==> config.mk <==
export PLATFORM = sky130hd
export DESIGN_NAME = pipe_share_sched
export DESIGN_NICKNAME = d
export VERILOG_FILES = /design/src/rtl/pipe_share_pkg.sv /design/src/rtl/pipe_share_sched_rr_arbiter.sv /design/src/rtl/pipe_share_sched.sv
export SDC_FILE = /design/constraint.sdc
export NUM_CORES = 1
export LEC_CHECK = 0
export CORE_ASPECT_RATIO = 1.4
export CORE_MARGIN = 3
export CORE_UTILIZATION = 56
export CTS_CLUSTER_DIAMETER = 30
export DETAILED_ROUTE_END_ITERATION = 10
export GPL_TIMING_DRIVEN = 0
export HOLD_SLACK_MARGIN = 0.05
export PLACE_DENSITY_LB_ADDON = 0.05
export SYNTH_ARGS = -nofsm -noshare
export SYNTH_HDL_FRONTEND = slang
export SYNTH_SLANG_ARGS = --single-unit
==> constraint.sdc <==
create_clock -name clk -period 5.8 [get_ports clk]
set_clock_uncertainty 0.1 [all_clocks]
set_input_delay 0.58 -clock clk [delete_from_list [all_inputs] [get_ports clk]]
set_output_delay 0.58 -clock clk [all_outputs]
set_load 0.05 [all_outputs]
==> src/rtl/pipe_share_pkg.sv <==
// pipe_share_pkg
//   Shared definitions for the pipe_share_sched block: default sizing,
//   the requester-ID width helper, the flush FSM encoding and the
//   default-configuration layout of one pipeline stage.
package pipe_share_pkg;

  localparam int NREQ_DEF = 4;
  localparam int W_DEF    = 8;

  // Number of bits needed to name one of n requesters (at least 1).
  function automatic int id_width(input int n);
    return (n < 2) ? 1 : $clog2(n);
  endfunction

  localparam int IDW_DEF = id_width(NREQ_DEF);

  typedef enum logic [1:0] {
    RUN,
    DRAIN,
    CLEAR
  } state_t;

  // One pipeline stage at the default sizing. The top declares the same
  // layout locally with its own parameter widths.
  typedef struct packed {
    logic               valid;
    logic [IDW_DEF-1:0] id;
    logic [W_DEF-1:0]   data;
    logic [W_DEF-1:0]   scale;
  } stage_t;

endpackage

==> src/rtl/pipe_share_sched_rr_arbiter.sv <==
// rr_arbiter
//   Round-robin arbiter. The search starts at the pointer and moves upward
//   with wrap; after a grant to i the pointer moves to (i+1) mod NREQ.
// Ports:
//   clk, rst   clock, synchronous active-high reset (pointer -> 0)
//   en         grant enable; when low no grant is issued
//   req        per-requester request
//   grant      one-hot grant (combinational)
//   grant_id   index of the granted requester (valid when |grant)
module rr_arbiter #(
  parameter int NREQ = 4,
  parameter int IDW  = 2
) (
  input  logic            clk,
  input  logic            rst,
  input  logic            en,
  input  logic [NREQ-1:0] req,
  output logic [NREQ-1:0] grant,
  output logic [IDW-1:0]  grant_id
);

  localparam int DW = 2 * NREQ;

  logic [IDW-1:0] ptr_reg;
  logic [IDW-1:0] ptr_next;
  logic [31:0]    ptr_ext;
  logic [DW-1:0]  window;
  logic [DW-1:0]  masked;
  logic [DW-1:0]  lowest;

  assign ptr_ext = 32'(ptr_reg);

  // Requests are laid out twice end to end; the window selects the NREQ
  // positions starting at the pointer, so the lowest set bit in the window
  // is the first requester at or after the pointer, wrapping around.
  for (genvar gi = 0; gi < DW; gi++) begin : g_win
    assign window[gi] = (32'(gi) >= ptr_ext) && (32'(gi) < ptr_ext + 32'(NREQ));
  end

  assign masked = {req, req} & window & {DW{en}};
  assign lowest = masked & (-masked);
  assign grant  = lowest[NREQ-1:0] | lowest[DW-1:NREQ];

  always_comb begin
    grant_id = '0;
    for (int k = 0; k < NREQ; k++) begin
      if (grant[k]) grant_id = IDW'(k);
    end
  end

  always_comb begin
    ptr_next = ptr_reg;
    if (|grant) ptr_next = (grant_id == IDW'(NREQ - 1)) ? '0 : grant_id + IDW'(1);
  end

  always_ff @(posedge clk) begin
    if (rst) ptr_reg <= '0;
    else     ptr_reg <= ptr_next;
  end

endmodule

==> src/rtl/pipe_share_sched.sv <==
// pipe_share_sched
//   Shares one 3-stage datapath among NREQ requesters:
//     stage 1: sum = a + b, scale = issue count of that requester (+1)
//     stage 2: prod = sum[lo half] * sum[hi half]
//     stage 3: rsp_data = prod * scale (mod 2^W)
//   Round-robin arbitration on the request side, valid/ready response port
//   carrying the requester ID, and a flush FSM that drains the pipe and
//   clears the per-requester sequence counters.
// Ports:
//   clk, rst               clock, synchronous active-high reset
//   req_valid/req_ready    per-requester handshake (req_ready one-hot)
//   req_a, req_b           packed operands, requester i at [i*W +: W]
//   rsp_valid/rsp_ready    response handshake
//   rsp_id, rsp_data       requester and result of the current response
//   flush                  level request to drain and clear (rising edge acts)
//   flush_done             one-cycle pulse when the flush completes
//   busy                   any pipe stage holds valid data
module pipe_share_sched
  import pipe_share_pkg::*;
#(
  parameter int NREQ = NREQ_DEF,
  parameter int W    = W_DEF,
  parameter int IDW  = id_width(NREQ)
) (
  input  logic            clk,
  input  logic            rst,
  input  logic [NREQ-1:0] req_valid,
  input  logic [NREQ*W-1:0] req_a,
  input  logic [NREQ*W-1:0] req_b,
  output logic [NREQ-1:0] req_ready,
  output logic            rsp_valid,
  output logic [IDW-1:0]  rsp_id,
  output logic [W-1:0]    rsp_data,
  input  logic            rsp_ready,
  input  logic            flush,
  output logic            flush_done,
  output logic            busy
);

  localparam int HW = W / 2;

  typedef struct packed {
    logic           valid;
    logic [IDW-1:0] id;
    logic [W-1:0]   data;
    logic [W-1:0]   scale;
  } pstage_t;

  pstage_t        s1_reg;
  pstage_t        s2_reg;
  logic           rsp_valid_reg;
  logic [IDW-1:0] rsp_id_reg;
  logic [W-1:0]   rsp_data_reg;

  state_t         state_reg;
  logic           flush_q;
  logic           flush_done_reg;

  logic [W-1:0]   seq_reg [NREQ];

  logic            stall;
  logic            flush_rise;
  logic            grant_en;
  logic            pipe_empty;
  logic [NREQ-1:0] grant;
  logic [IDW-1:0]  grant_id;
  logic [W-1:0]    sel_a;
  logic [W-1:0]    sel_b;
  logic [W-1:0]    sel_scale;
  logic [HW-1:0]   s1_lo;
  logic [HW-1:0]   s1_hi;
  logic [W-1:0]    prod_next;

  assign stall      = rsp_valid_reg & ~rsp_ready;
  assign flush_rise = flush & ~flush_q;
  // The cycle that starts a flush already refuses new work.
  assign grant_en   = ~rst & (state_reg == RUN) & ~flush_rise & ~stall;
  assign pipe_empty = ~s1_reg.valid & ~s2_reg.valid & ~rsp_valid_reg;

  rr_arbiter #(
    .NREQ (NREQ),
    .IDW  (IDW)
  ) u_arb (
    .clk      (clk),
    .rst      (rst),
    .en       (grant_en),
    .req      (req_valid),
    .grant    (grant),
    .grant_id (grant_id)
  );

  // Operand and scale selection for the granted requester.
  always_comb begin
    sel_a     = '0;
    sel_b     = '0;
    sel_scale = '0;
    for (int k = 0; k < NREQ; k++) begin
      if (grant[k]) begin
        sel_a     = req_a[k*W +: W];
        sel_b     = req_b[k*W +: W];
        sel_scale = seq_reg[k] + W'(1);
      end
    end
  end

  // Halves of the sum multiply into exactly W bits, so no overflow here.
  assign s1_lo     = s1_reg.data[HW-1:0];
  assign s1_hi     = s1_reg.data[W-1:HW];
  assign prod_next = W'(s1_lo) * W'(s1_hi);

  // Sequence counters wrap naturally at 2^W.
  always_ff @(posedge clk) begin
    for (int k = 0; k < NREQ; k++) begin
      if (rst || state_reg == CLEAR) seq_reg[k] <= '0;
      else if (grant[k])             seq_reg[k] <= seq_reg[k] + W'(1);
    end
  end

  // Datapath: a stall freezes all three stages together.
  always_ff @(posedge clk) begin
    if (rst) begin
      s1_reg        <= '0;
      s2_reg        <= '0;
      rsp_valid_reg <= 1'b0;
      rsp_id_reg    <= '0;
      rsp_data_reg  <= '0;
    end else if (!stall) begin
      s1_reg.valid <= |grant;
      if (|grant) begin
        s1_reg.id    <= grant_id;
        s1_reg.data  <= sel_a + sel_b;
        s1_reg.scale <= sel_scale;
      end
      s2_reg.valid <= s1_reg.valid;
      if (s1_reg.valid) begin
        s2_reg.id    <= s1_reg.id;
        s2_reg.data  <= prod_next;
        s2_reg.scale <= s1_reg.scale;
      end
      rsp_valid_reg <= s2_reg.valid;
      if (s2_reg.valid) begin
        rsp_id_reg   <= s2_reg.id;
        rsp_data_reg <= s2_reg.data * s2_reg.scale;
      end
    end
  end

  // Flush FSM. flush_done is raised on entry to CLEAR so it is high for
  // exactly the CLEAR cycle. Only a rising edge of flush starts a flush,
  // so a level still held after CLEAR does not restart it.
  always_ff @(posedge clk) begin
    if (rst) begin
      state_reg      <= RUN;
      flush_q        <= 1'b0;
      flush_done_reg <= 1'b0;
    end else begin
      flush_q        <= flush;
      flush_done_reg <= 1'b0;
      case (state_reg)
        RUN: begin
          if (flush_rise) state_reg <= DRAIN;
        end
        DRAIN: begin
          if (pipe_empty) begin
            state_reg      <= CLEAR;
            flush_done_reg <= 1'b1;
          end
        end
        CLEAR: begin
          state_reg <= RUN;
        end
        default: begin
          state_reg <= RUN;
        end
      endcase
    end
  end

  assign req_ready  = grant;
  assign rsp_valid  = rsp_valid_reg;
  assign rsp_id     = rsp_id_reg;
  assign rsp_data   = rsp_data_reg;
  assign flush_done = flush_done_reg;
  assign busy       = s1_reg.valid | s2_reg.valid | rsp_valid_reg;

endmodule

==> reports/qor.yml <==
synthArstFlopShare_pct: 0
syn_area_um2: 5460
routedWlPerCell_um: 15.4
yosysUniqueCellTypes: 46
rrSetupSlack_ps: 1930
end_kind: "primary output"
start_util_pct: 57.7
yosys.area_share.simple_pct: 22.7
clock_latency_ps: 330
antenna_found_initial: 0
pwr_density_cell_nw_per_um2: 218
synth_xor_area_share_pct: 8.34
rows: 42
ys_ff_latch: 87
ys.flop_type: "dfxtp_1"
pin_count: 89
yosys-mux-area-fraction_pct: 0.367
cts_buffers: 9
synth_fp_nets: 749
grt_max_degree: 15
ff_latch_area_um2: 2060
crit_path_max_fanout: 10
die_x_um: 89.4
gp_congestion: 0.881
cp_common_cell: "clkdlybuf4s50_1"
stdcell_count: 833
crit_path_start_kind: "input pin"
drv_cap: 0
coreArea_um2: 9460
finalSetupViolCount: 0
slowest_delay_ps: 910
synth_top_family_by_area: "simple AND/OR/NAND/NOR gates"
largest_reg_flops: 32
grt-ovfl-total: 0
drtIter0Drc: 202
required_ps: 5120
yosys_warnings: 0
fmaxAchievable_ghz: 0.246
cts.repair.resized: 0
vias: 4648
cts_tree: "done"
cts_hold_buf: 0
synth-edff-count: 32
report.final.slew_viol_count: 0
synth-compound-area-share_pct: 11.1
via_per_inst: 5.58
area_growth_pct: 23.8
grt_usage_pct: 24.6
fin_area_um2: 6760
critPathSlowestCell: "clkdlybuf4s50_1"
rsz0062_at_grt: "no"
postCtsSetupBuffers: 0
hp-class: "flop to flop"
die_y_um: 123
fin_ws_ps: 1740
postSynthAreaPerCell_um2: 8.80
drive_gt1_share_pct: 4.01
drt-pass1-iter-count: 6
clk_pin_slew_ps: 60
grt_pass1_vias: 4802
leakagePower_nw: 2.79
crit_arrival_ps: 3380
worst_ir_drop_vdd_mv: 0.155
grt_pass1_wl_um: 21300
tightest_slew_ps: 650
die-area_um2: 11000
antenna_cells: 0
drc_errors: 0
htree_levels: 3
tns_ps: 0
netlist_instances: 620
slew-limit-headroom_pct: 56.3
min_period_over_period_pct: 70.0
postRouteAntennaNets: 0
final_nets: 847
place_ws_ps: 1410
layout_min_cycle_time_ps: 4060
placed_cells: 817
clk_path_buf_depth: 2
synth_seq_area_share_pct: 37.8
clock-root-buffer: "clkbuf_16"
fillers: 753
crit_chain: "clkdlybuf4s50_1 -> nand2b_1 -> nand4_1 -> or3_1 -> inv_2 -> clkbuf_1 -> clkdlybuf4s50_1"
io_buffers: 87
criticalPathCategory: "input pin to primary output"
status: "finished clean"
report.power.total_mw: 1.47
clock-sinks: 87
wirelength_um: 12900
dpl.hpwl_um: 10600
placed_cell_area_um2: 6470
hold_viol: 0
synthAdderAreaFrac_pct: 15.4
multi_input_area_um2: 3160
-- path summary, 6_finish.rpt --
| kind | startpoint | to | depth (start not counted) |
|---|---|---|---|
| max | rsp_ready | req_ready[1] | 7 |
| min | s1_reg[2] | s1_reg[2] | 2 |
| max reg2reg | s2_reg[8] | rsp_data[7] | 16 |
| min reg2reg | s1_reg[2] | s1_reg[2] | 2 |
-- per-stage QoR --
stage | util (%) | hold WS (ps)
after floorplan | - | 330
final | 71.4 | 352
after global placement | 68.4 | 343
after global routing | 71.4 | 365
after CTS | 71.4 | 352
after detailed placement | 68.4 | 345
-- layout make-up --
class,instances,share of cell area [%]
Buffer,21,1.37
Timing Repair Buffer,87,12.9
Multi-Input combinational cell,474,46.8
Tap cell,110,2.04
Sequential cell,87,30.5
Clock inverter,6,0.907
Inverter,38,2.11
Clock buffer,10,3.39
-- cell families after synthesis --
group	Yosys count
and+or+nand+nor	270
buffers and inverters	59
DFF	87
muxes	2
xor gates and xnor gates	52
AOI/OAI and AO/OA	93
adders and majority gates	57
-- synth_stat cells (2+ instances only) --
cell	number	area (um2)
dfxtp_1	55	1100
o21bai_1	2	15.0
xnor2_1	34	298
and2_1	38	238
inv_2	4	15.0
xor2_1	18	158
inv_1	34	128
o21a_1	4	30.0
a31oi_1	2	12.5
a222oi_1	12	120
o21ai_0	3	15.0
ha_1	40	500
a21oi_1	51	255
nand2_1	117	439
buf_1	3	11.3
buf_2	2	10.0
nand3_1	18	90.1
nor3_1	6	30.0
edfxtp_1	32	961
nor2_1	62	233
or2_2	2	12.5
nand2b_1	3	18.8
nor4_1	7	43.8
nor2b_1	6	37.5
and3_1	4	25.0
fa_1	17	340
o22ai_1	4	25.0
clkbuf_1	14	52.6
a21o_1	4	30.0
or3_1	2	12.5
a22o_1	2	17.5
mux2i_1	2	20.0
a211oi_1	2	15.0
a221o_1	2	20.0
-- cells in the final DEF (no fill, tap or decap), drive strengths merged, types with 3 or more instances in the layout --
master / n
and3: 4
nand3: 18
edfxtp: 32
nor3: 6
nor4: 8
buf: 7
a222oi: 12
nand2b: 3
o21ai: 3
dfxtp: 55
nor2b: 6
clkinvlp: 3
o22ai: 4
a21oi: 51
fa: 17
nor2: 62
o21a: 4
xor2: 18
nand2: 117
clkdlybuf4s50: 87
xnor2: 34
a21o: 4
ha: 40
and2: 38
inv: 38
clkbuf: 24
-- worst max-delay path: cells and delay by family --
| family | cells | cell delay [ps] |
|---|---|---|
| buf+inv | 4 | 2050 |
| simple gates | 3 | 730 |
-- power breakdown --
part / switching (mW) / internal, mW / total [mW]
clock network: 0.223 / 0.331 / 0.554
registers: 0.0287 / 0.669 / 0.698
logic: 0.115 / 0.105 / 0.220
-- metal layers --
| layer | wire, um | GRT usage [%] | vias to the layer above |
|---|---|---|---|
| li1 | - | - | 2308 |
| met1 | 4890 | 26.6 | 2184 |
| met2 | 7110 | 47.0 | 127 |
| met3 | 597 | 4.37 | 29 |
| met4 | 279 | 7.91 | 0 |
| met5 | 0 | 0 | - |
(Power assumes the default switching activity.)
